File: config.mk
export PLATFORM = sky130hd
export DESIGN_NAME = mul_iter_flat
export DESIGN_NICKNAME = d
export VERILOG_FILES = /design/src/rtl/mul_iter_pkg.sv /design/src/rtl/mul_iter_if.sv /design/src/rtl/mul_iter_ctrl.sv /design/src/rtl/mul_iter.sv /design/src/flat_wrapper.sv
export SDC_FILE = /design/constraint.sdc
export NUM_CORES = 1
export LEC_CHECK = 0
export BUFFER_PORTS_ARGS = -buffer_cell sky130_fd_sc_hd__buf_2
export CORE_MARGIN = 2
export CORE_UTILIZATION = 35
export CTS_BUF_LIST = sky130_fd_sc_hd__clkbuf_4 sky130_fd_sc_hd__clkbuf_8
export DETAILED_ROUTE_END_ITERATION = 7
export PLACE_DENSITY = 0.66
export SLEW_MARGIN = 20
export SYNTH_ARGS = -nofsm -noshare
export SYNTH_HDL_FRONTEND = slang
export SYNTH_SLANG_ARGS = --single-unit
File: constraint.sdc
create_clock -name clk -period 3.9 [get_ports clk]
set_clock_uncertainty 0.15 [all_clocks]
set_input_delay 0.585 -clock clk [delete_from_list [all_inputs] [get_ports clk]]
set_output_delay 0.585 -clock clk [all_outputs]
set_load 0.01 [all_outputs]
File: src/rtl/mul_iter_pkg.sv
// Shared types and constants for the iterative shift-add multiplier.
// Imported by the control FSM and the handshake interface.
package mul_iter_pkg;

    localparam int NBITS   = 32;
    localparam int CNT_MAX = 31;
    localparam int CNT_W   = 5;

    typedef enum logic [1:0] {
        IDLE,
        CALC,
        DONE
    } state_e;

endpackage

File: src/rtl/mul_iter_if.sv
// Request/response valid-ready bundle for mul_iter.
// The master drives requests and consumes results; the slave is the unit.
interface mul_iter_if #(
    parameter int NBITS = mul_iter_pkg::NBITS
);

    logic               istream_val;
    logic               istream_rdy;
    logic [2*NBITS-1:0] istream_msg;
    logic               ostream_val;
    logic               ostream_rdy;
    logic [NBITS-1:0]   ostream_msg;

    modport master (
        output istream_val,
        output istream_msg,
        output ostream_rdy,
        input  istream_rdy,
        input  ostream_val,
        input  ostream_msg
    );

    modport slave (
        input  istream_val,
        input  istream_msg,
        input  ostream_rdy,
        output istream_rdy,
        output ostream_val,
        output ostream_msg
    );

endinterface

File: src/rtl/mul_iter_ctrl.sv
// Control FSM for mul_iter: IDLE/CALC/DONE sequencing, step counter,
// and handshake outputs. Datapath strobes are load and step.
module mul_iter_ctrl
    import mul_iter_pkg::*;
(
    input  logic clk,
    input  logic rst,
    input  logic in_val,
    input  logic out_rdy,
    output logic in_rdy,
    output logic out_val,
    output logic load,
    output logic step
);

    state_e           state;
    state_e           state_nxt;
    logic [CNT_W-1:0] cnt;
    logic             last;

    assign last = (cnt == CNT_W'(CNT_MAX));

    always_ff @(posedge clk) begin
        if (rst) begin
            state <= IDLE;
        end else begin
            state <= state_nxt;
        end
    end

    // Counter wraps back to zero on the final CALC step.
    always_ff @(posedge clk) begin
        if (rst) begin
            cnt <= '0;
        end else if (load) begin
            cnt <= '0;
        end else if (step) begin
            cnt <= cnt + 1'b1;
        end
    end

    always_comb begin
        state_nxt = state;
        unique case (state)
            IDLE: if (in_val)  state_nxt = CALC;
            CALC: if (last)    state_nxt = DONE;
            DONE: if (out_rdy) state_nxt = IDLE;
            default:           state_nxt = IDLE;
        endcase
    end

    always_comb begin
        in_rdy  = (state == IDLE);
        out_val = (state == DONE);
        step    = (state == CALC);
        load    = in_rdy & in_val;
    end

endmodule

File: src/rtl/mul_iter.sv
// Iterative 32-cycle shift-add multiplier, low NBITS of a*b.
// Datapath registers live here; sequencing is in mul_iter_ctrl.
module mul_iter #(
    parameter int NBITS = mul_iter_pkg::NBITS
) (
    input  logic        clk,
    input  logic        rst,
    mul_iter_if.slave   io
);

    logic [NBITS-1:0] a_q;
    logic [NBITS-1:0] b_q;
    logic [NBITS-1:0] res_q;
    logic             load;
    logic             step;

    mul_iter_ctrl u_ctrl (
        .clk     (clk),
        .rst     (rst),
        .in_val  (io.istream_val),
        .out_rdy (io.ostream_rdy),
        .in_rdy  (io.istream_rdy),
        .out_val (io.ostream_val),
        .load    (load),
        .step    (step)
    );

    always_ff @(posedge clk) begin
        if (rst) begin
            a_q   <= '0;
            b_q   <= '0;
            res_q <= '0;
        end else if (load) begin
            a_q   <= io.istream_msg[2*NBITS-1:NBITS];
            b_q   <= io.istream_msg[NBITS-1:0];
            res_q <= '0;
        end else if (step) begin
            if (b_q[0]) begin
                res_q <= res_q + a_q;
            end
            a_q <= a_q << 1;
            b_q <= b_q >> 1;
        end
    end

    assign io.ostream_msg = res_q;

endmodule

File: src/flat_wrapper.sv
// flat-port wrapper written by rule: the top's interface ports become plain ports
module mul_iter_flat 
#(
    parameter int NBITS = mul_iter_pkg::NBITS
)
  (clk, rst, io_istream_val, io_istream_msg, io_ostream_rdy, io_istream_rdy, io_ostream_val, io_ostream_msg);
  mul_iter_if #(.NBITS(NBITS)) io_i ();
  input  logic clk;
  input  logic rst;
  input wire logic [$bits(io_i.istream_val)-1:0] io_istream_val;
  input wire logic [$bits(io_i.istream_msg)-1:0] io_istream_msg;
  input wire logic [$bits(io_i.ostream_rdy)-1:0] io_ostream_rdy;
  output wire logic [$bits(io_i.istream_rdy)-1:0] io_istream_rdy;
  output wire logic [$bits(io_i.ostream_val)-1:0] io_ostream_val;
  output wire logic [$bits(io_i.ostream_msg)-1:0] io_ostream_msg;
  assign io_i.istream_val = io_istream_val;
  assign io_i.istream_msg = io_istream_msg;
  assign io_i.ostream_rdy = io_ostream_rdy;
  assign io_istream_rdy = io_i.istream_rdy;
  assign io_ostream_val = io_i.ostream_val;
  assign io_ostream_msg = io_i.ostream_msg;
  mul_iter #(.NBITS(NBITS)) u_core (.clk(clk), .rst(rst), .io(io_i));
endmodule
After elaboration in Yosys (flattened, before gate mapping)
Index checks and enable logic that the tools add are counted.
{"block": "classes", "add_sub_neg": 2, "eq_ne": 6, "muxes": 8, "n_bitwise": 1, "n_reduce_logical": 5}
{"cell": "$mux W32", "count": 4}
{"cell": "$add A32 B32 Y32", "count": 1}
{"cell": "$mux W2", "count": 3}
{"cell": "$ne A2 B2 Y1 const B", "count": 3}
{"cell": "$pmux W2 S3", "count": 1}
{"cell": "$add A5 B1 Y5 const B", "count": 1}
{"cell": "$eq A5 B5 Y1 const B", "count": 1}
{"cell": "$reduce_and A3 Y1", "count": 1}
{"cell": "$eq A2 B1 Y1 const B", "count": 1}
{"cell": "$eq A2 B2 Y1 const B", "count": 1}
{"cell": "$logic_not A2 Y1", "count": 1}
{"cell": "$reduce_and A2 Y1", "count": 1}
{"cell": "$reduce_bool A2 Y1", "count": 1}
{"cell": "$reduce_or A2 Y1", "count": 1}
{"cell": "$and A1 B1 Y1", "count": 1}
{"block": "totals", "reg_bits": 103, "inputBits": 68, "out_inout_bits": 34, "word_cells": 27}

Depth between registers and ports, before layout
Gate-level depths: netlist of the first run.
{"block": "depth", "word_depth": 3, "depth_mapped": 10, "ltp_nobuf": 10}

Hierarchy
Synthesis of the first run repeated with hierarchy kept, for this count alone.
{"block": "unflattened", "cells_unflattened": 778, "hier_area_um2": 6063.3}
{"module": "mul_iter", "n_inst": 1, "cells_each": 743, "area_per_inst_um2": 5744.3, "seq_area_each_um2": 1921.8}
{"module": "mul_iter_ctrl", "n_inst": 1, "cells_each": 35, "area_per_inst_um2": 319.1, "seq_area_each_um2": 140.1}

Worst setup path before layout of the first run
No wires, ideal clock.
{"block": "synth_timing", "path_type": "register to register", "from": "register u_core.res_q[0], in the netlist u_core.io.ostream_msg[0]", "to": "register u_core.res_q[30], in the netlist u_core.io.ostream_msg[30]", "t_arrival_ns": 2.388, "setup_slack_ns": 1.242, "stages_incl_launch_ff": 11, "path_buffers": 0, "synth_period_minus_slack_ns": 2.658, "path_cell_list": "dfxtp_1 -> ha_1 -> fa_1 -> a21o_1 -> a221oi_2 -> o21bai_2 -> a21oi_4 -> o21ai_4 -> o41ai_2 -> or4_1 -> nand3_1"}
{"block": "synth_via", "elab_chain_cells": 1}
{"item": "start: declaration", "line": "mul_iter.sv:13", "rtl": "logic [NBITS-1:0] res_q;"}
{"item": "start signal: assignment", "line": "mul_iter.sv:39", "rtl": "res_q <= res_q + a_q;"}
{"item": "$add A32 B32 Y32", "line": "mul_iter.sv:39"}
No other way between the ends.
A chain may end at the register's enable or synchronous reset.

Final worst setup path of the first run
{"block": "layout_timing", "from": "register u_core.res_q[0], in the netlist u_core.io.ostream_msg[0]", "to": "register u_core.res_q[12], in the netlist u_core.io.ostream_msg[12]"}
The elaborated chain is that of the path after synthesis.

==> results of run 1 <==
==> metal layers <==
metal,track usage (%),share of wire [%]
met5,0,0
met2,27.6,46
met4,7.53,1.7
met1,22.4,46
met3,4.67,6.2
==> through the flow <==
step | utilization, % | power, mW | std cells
floorplan | - | 1.34 | 696
global placement | 39.9 | 1.43 | 977
detailed placement | 39.9 | 1.43 | 977
CTS | 41.0 | 2.09 | 993
global route | 41.0 | 2.17 | 993
finish | 41.0 | 2.07 | 993
==> cells in the mapped netlist (all sizes together), types with 8 or more instances <==
library cell / number / area [um^2]
a22oi: 62 / 465
nor2: 29 / 109
nand4: 8 / 50.1
xnor2: 19 / 166
and3: 8 / 50.1
nand3: 19 / 100
inv: 10 / 37.5
o21ai: 20 / 111
o21bai: 9 / 75.1
clkbuf: 39 / 146
ha: 33 / 413
a21oi: 123 / 627
xor2: 8 / 70.1
dfxtp: 103 / 2060
nand2: 129 / 484
==> flip-flops by register name, summed over array words and instances (netlist names) <==
| signal | count |
|---|---|
| u_core.b_q | 32 |
| u_core.a_q | 32 |
| u_core.u_ctrl.state | 2 |
| u_core.io.ostream_msg | 32 |
| u_core.u_ctrl.cnt | 5 |
==> final cells by class <==
class	count	area (um^2)
clock buffers	13	166
multi-input cells	538	3320
inverters	10	37.5
flip-flops and latches	103	2060
clock inverters	3	17.5
well taps	216	270
fillers	1639	9260
repair buffers	110	573
==> worst reg2reg max path: cells and delay by family (launching register included) <==
family / cells / cell delay [ps]
adders and majority gates: 2 / 630
AOI/OAI and AO/OA: 6 / 1470
xor gates and xnor gates: 1 / 130
DFF: 1 / 340
and+or+nand+nor: 1 / 60
==> report_power, final <==
group,switching (mW),internal [mW],leakage [nW],total (mW)
combinational,0.168,0.107,1.76,0.275
sequential,0.0344,1.10,0.840,1.13
clock,0.379,0.280,0.0963,0.659
==> cell families (layout without fill, tap and decap cells) <==
kind of cell             after synthesis  in the layout  share of synthesized area (%)
adder cells (fa/ha/maj)               34             34                           7.76
buffers and inverters                 55            136                           3.77
AND/OR/NAND/NOR                      226            226                           18.5
XOR/XNOR                              27             27                           4.24
AO/OA/AOI/OAI                        248            248                           28.3
multiplexers                           3              3                          0.538
flip-flops                           103            103                           37.0
==> worst max-delay path by stage <==
stage,startpoint,cells past startpoint,to
floorplan,u_core.io.ostream_msg[0]$_SDFFE_PP0P_,10,u_core.io.ostream_msg[30]$_SDFFE_PP0P_
global placement,u_core.io.ostream_msg[0]$_SDFFE_PP0P_,10,u_core.io.ostream_msg[30]$_SDFFE_PP0P_
detailed placement,u_core.io.ostream_msg[0]$_SDFFE_PP0P_,10,u_core.io.ostream_msg[12]$_SDFFE_PP0P_
CTS,u_core.io.ostream_msg[0]$_SDFFE_PP0P_,10,u_core.io.ostream_msg[12]$_SDFFE_PP0P_
global route,u_core.io.ostream_msg[0]$_SDFFE_PP0P_,10,u_core.io.ostream_msg[20]$_SDFFE_PP0P_
finish,u_core.io.ostream_msg[0]$_SDFFE_PP0P_,10,u_core.io.ostream_msg[12]$_SDFFE_PP0P_
==> results by group, run 1 <==
Critical path
  – R2r endpoint: u_core.io.ostream_msg[12]$_SDFFE_PP0P_
  – Worst setup SP type: flop
  – Register-to-register setup slack: 1040 ps
  – Critical Path Fanout Max: 3
  – Crit path buf inv count: 0
  – Most used cell, CP: a21oi_1
  – CP delay by family, top: compound AO/OA/AOI/OAI gates
  – Cells along the critical path: ha_1 -> fa_1 -> a21o_1 -> a221oi_2 -> o21ai_1 -> a311o_1 -> a21oi_1 -> xnor2_1 -> nand2_1 -> a21oi_1
  – Max incr delay on CP: ~410 ps
  – Worst path slowest cell: fa_1
  – CP endpoint kind: flop
  – Required @ worst endpoint: 4070 ps
  – R2r worst-path depth: 10
  – Worst r2r src: u_core.io.ostream_msg[0]$_SDFFE_PP0P_
  – Arrival @ worst endpoint: 3040 ps
  – WS Path Type: flop to flop

Placement
  – Setup WS pre-CTS: 1070 ps
  – # port buffers: about 100
  – Dpl hpwl: roughly 10000 um
  – Placed Area: 6260 um^2
  – GP Congestion: approximately 0.90

Timing
  – Final min period: 2860 ps
  – Unrepaired setup endpoints after global routing: no
  – Final setup TNS: 0 ps
  – Fin crit share: between 70% and 80%
  – Final Worst Setup Slack: 1040 ps
  – Fmax: approximately 0.35 GHz
  – # setup viols final: 0
  – Count of final max-slew check failures: 0
  – Max_slew headroom: 40.5%
  – Worst Hold Slack: 266 ps
  – Slew @ Worst Pin: between 800 and 900 ps
  – Fin. Hold Viols: 0

Worst hold path
  – Worst Hold Path Cells: 3
  – Min-delay src: io_istream_msg[31]
  – Hold path endpoint: u_core.b_q[31]$_SDFFE_PP0P_
  – HP Class: input port to flop

Global routing
  – Initial antenna violation count: 0
  – Largest net degree at the start of global routing: 54
  – Vias in the first global route: 4900
  – First-pass GRT wire length: about 24000 um
  – Total track usage: about 17%
  – Grt total ovfl: 0

Route
  – Via count: 5185
  – Initial DRT Pass Iterations: 4
  – Routed WL: 14700 um
  – DRC errors left: 0
  – Initial drt markers: 245
  – ANT nets after route: 0
  – Via density: 5.22
  – Wire per inst: 14.8 um

Clock tree
  – Htree depth: 3
  – CTS root buffer: clkbuf_8
  – CTS Buf Count: 9
  – Clk buf depth: 2
  – Post-cts sizing count: 0
  – Num Clock Sinks: 103
  – Clock latency on the worst-skew pair: roughly 400 ps
  – Hold Buf Count CTS: 0
  – Clock transition at the registers of the reported paths: 90 ps
  – Post-CTS Setup Bufs: 0
  – CTS tree: yes

Finish
  – Commonest non-fill, non-tap cell in the layout: nand2_1
  – Nets: 874
  – Area delta synth->final: 15.6%
  – Layout cell share with drive strength beyond 1: 17.9%
  – Antenna diodes: 0
  – Final std cell area, no fill: ~6400 um^2
  – Most frequent cells in the layout: nand2_1, a21oi_1, dfxtp_1

Die
  – Core area: 15700 um^2
  – Die H: 130 um
  – Starting density of the core: 35.5%
  – Die W: ~130 um
  – IO Pins: about 100
  – Full die area: around 17000 um^2
  – FP Rows: 46

Logic synthesis
  – Ys async rst share: 0%
  – Seq/Total Area, Yosys: a little under two fifths
  – Netlist Area Pre-Place: ~5600 um^2
  – Synth warn: 0
  – Yosys reg bits: 103
  – Top FF cell, synth: dfxtp_1
  – Library cells used by synthesis: 56
  – Avg Cell Area, Syn: 8.01 um^2
  – Synthesized instance count: 696
  – Syn Nets: 798
  – Number of synthesized flops with an enable pin: 0

Status
  – Status: complete, no violations

Power
  – Leakage: approximately 2.7 nW
  – IR drop worst, VDD: 0.198 mV
  – Power density over the cells: 320 nW/um^2

Flow run
  – MaxCap Viol Count: 0
Note: power is estimated with default switching activity, not from simulation.
==> run 2, diff against run 1 <==
==> constraint.sdc (replaced) <==
create_clock -name clk -period 2.7 [get_ports clk]
set_clock_uncertainty 0.15 [all_clocks]
set_input_delay 0.405 -clock clk [delete_from_list [all_inputs] [get_ports clk]]
set_output_delay 0.405 -clock clk [all_outputs]
set_load 0.01 [all_outputs]
==> results by group, run 2 (synthesized netlist as in run 1, its figures left out) <==
Status
  – Status: complete, no violations

Route
  – Routed WL: 14700 um (about the same)
  – Via count: 5273 (+1.7%)
  – Initial DRT Pass Iterations: 4 (unchanged)
  – Wire per inst: 14.5 um (-1.7%)
  – Via density: 5.22 (about the same)
  – ANT nets after route: 0 (unchanged)
  – DRC errors left: 0 (unchanged)
  – Initial drt markers: 273 (+11%)

Global routing
  – Grt total ovfl: 0 (unchanged)
  – Vias in the first global route: 4897 (-0.061%)
  – First-pass GRT wire length: 23600 um (-0.12%)
  – Largest net degree at the start of global routing: 71 (+31%)
  – Total track usage: 17.2% (-0.19 points)
  – Initial antenna violation count: 1 (+1)

Critical path
  – Cells along the critical path: ha_4 -> fa_2 -> a21o_1 -> a221oi_4 -> o21bai_2 -> a21oi_4 -> o21ai_4 -> buf_4 -> a21boi_1 -> or4_1 -> nand3_1
  – WS Path Type: flop to flop
  – Required @ worst endpoint: 2820 ps (-1250 ps)
  – Arrival @ worst endpoint: 2690 ps (-350 ps)
  – Crit path to: u_core.io.ostream_msg[24]$_SDFFE_PP0P_
  – R2r endpoint: u_core.io.ostream_msg[24]$_SDFFE_PP0P_
  – R2r worst-path depth: 11 (+1)
  – Worst path slowest cell: fa_2
  – Worst r2r src: u_core.io.ostream_msg[0]$_SDFFE_PP0P_
  – Max incr delay on CP: 360 ps (-50 ps)
  – Critical Path Fanout Max: 4 (+1)
  – Register-to-register setup slack: 120 ps (-910 ps)
  – CP endpoint kind: flop
  – Setup crit start: u_core.io.ostream_msg[0]$_SDFFE_PP0P_
  – Worst setup SP type: flop

Timing
  – Max_slew headroom: 53.4% (+13 points)
  – Count of final max-slew check failures: 0 (unchanged)
  – Unrepaired setup endpoints after global routing: yes
  – Final min period: 2580 ps (-288 ps)
  – Fmax: 0.388 GHz (+11%)
  – Final Worst Setup Slack: 123 ps (-912 ps)
  – Fin. Hold Viols: 0 (unchanged)
  – Fin crit share: 95.4% (+22 points)
  – # setup viols final: 0 (unchanged)
  – Slew @ Worst Pin: 699 ps (-193 ps)

Placement
  – Dpl hpwl: 10600 um (+0.80%)
  – GP Congestion: 0.885 (-1.1%)
  – # port buffers: 101 (unchanged)
  – Placed Cells: 990 (+1.3%)
  – Setup WS pre-CTS: -56.3 ps (-1120 ps)

Clock tree
  – Clock transition at the registers of the reported paths: 100 ps (about the same)
  – Clk buf depth: 2 (unchanged)
  – CTS root buffer: clkbuf_8
  – Hold Buf Count CTS: 0 (unchanged)
  – Htree depth: 3 (unchanged)
  – Clock latency on the worst-skew pair: 380 ps (-20 ps)
  – CTS Buf Count: 9 (unchanged)
  – CTS tree: yes
  – Num Clock Sinks: 103 (unchanged)

Finish
  – Layout cell share with drive strength beyond 1: 21.7% (+3.8 points)
  – Nets: 891 (+1.9%)
  – Fillcell total: 1615 (-1.5%)
  – Finished Layout Cells: 1010 (+1.7%)
  – Most frequent cells in the layout: nand2_1, a21oi_1, buf_2
  – Commonest non-fill, non-tap cell in the layout: nand2_1
  – Area delta synth->final: 20.0%
  – Antenna diodes: 0 (unchanged)

Die
  – Die W: 130 um (unchanged)
  – Die H: 130 um (unchanged)
  – FP Rows: 46 (unchanged)
  – Full die area: 17000 um^2 (unchanged)
  – Starting density of the core: 35.5% (unchanged)
  – Core area: 15700 um^2 (unchanged)
  – IO Pins: 102 (unchanged)

Power
  – Leakage: 2.78 nW (+2.9%)
  – IR drop worst, VDD: 0.391 mV (+98%)
  – Power density over the cells: 444 nW/um^2 (+39%)
  – Tot Pwr: 2.97 mW (+44%)

Worst hold path
  – HP Class: input port to flop

Flow run
  – MaxCap Viol Count: 0 (unchanged)
## run 2: cell count changes in the layout (fill, tap and decap cells not counted), sizes merged
cell	previous run	this run
clkbuf	13	12
inv	10	11
buf	110	127
## run 2: per-stage QoR
step                util [%]  hold WS (ps)  area [um^2]  TNS [ps]
floorplan                  -           287         5580         0
global placement        40.6           295         6370         0
detailed placement      40.6           297         6370      -128
CTS                     41.9          48.5         6580     -18.5
global route            42.6          50.4         6700     -25.7
finish                  42.6          71.2         6700         0
## run 2: worst max-delay path, delay by kind of cell (launching register included)
| kind | cells | cell delay, ps |
|---|---|---|
| compound gates | 6 | 1100 |
| fa+ha+maj | 2 | 530 |
| buf+inv | 1 | 160 |
| flops | 1 | 350 |
| simple gates | 2 | 180 |
## run 2: area by class of cell
class | count | area, um^2 | share of cell area (%)
clock buffer | 12 | 153 | 2.28
sequential | 103 | 2070 | 30.9
multi-input combinational | 538 | 3430 | 51.2
tap | 216 | 270 | 4.04
clock inverter | 4 | 30.0 | 0.449
inverter | 10 | 37.5 | 0.561
timing repair buffer | 127 | 713 | 10.7
## run 2: layer usage
| layer | wire [um] | share of wire, % | global-route usage (%) |
|---|---|---|---|
| met1 | 6570 | 45 | 21.5 |
| met2 | 6930 | 47 | 28.3 |
| met3 | 923 | 6.3 | 5.29 |
| met4 | 248 | 1.7 | 6.01 |
| met5 | 13 | 0.089 | 0 |
## run 2: how the worst min path moves through the flow
stage / slack [ps] / endpoint / startpoint / depth (start not counted)
after floorplan: 290 / u_core.b_q[10]$_SDFFE_PP0P_ / u_core.b_q[10]$_SDFFE_PP0P_ / 2
after global placement: 290 / u_core.b_q[28]$_SDFFE_PP0P_ / u_core.b_q[28]$_SDFFE_PP0P_ / 2
after detailed placement: 300 / u_core.b_q[6]$_SDFFE_PP0P_ / u_core.b_q[6]$_SDFFE_PP0P_ / 2
after CTS: 50 / u_core.a_q[31]$_SDFFE_PP0P_ / rst / 2
after global routing: 50 / u_core.a_q[31]$_SDFFE_PP0P_ / rst / 2
final: 70 / u_core.a_q[31]$_SDFFE_PP0P_ / rst / 2
## run 2: what timing repair did
action                     CTS  global route
resized for setup            3            18
pin swaps                    0            13
buffers inserted             0             4
setup endpoints to repair    8            15
## run 2: where the power goes
part	internal [mW]	switching [mW]
sequential	1.59	0.0503
combinational	0.168	0.248
clock	0.385	0.536
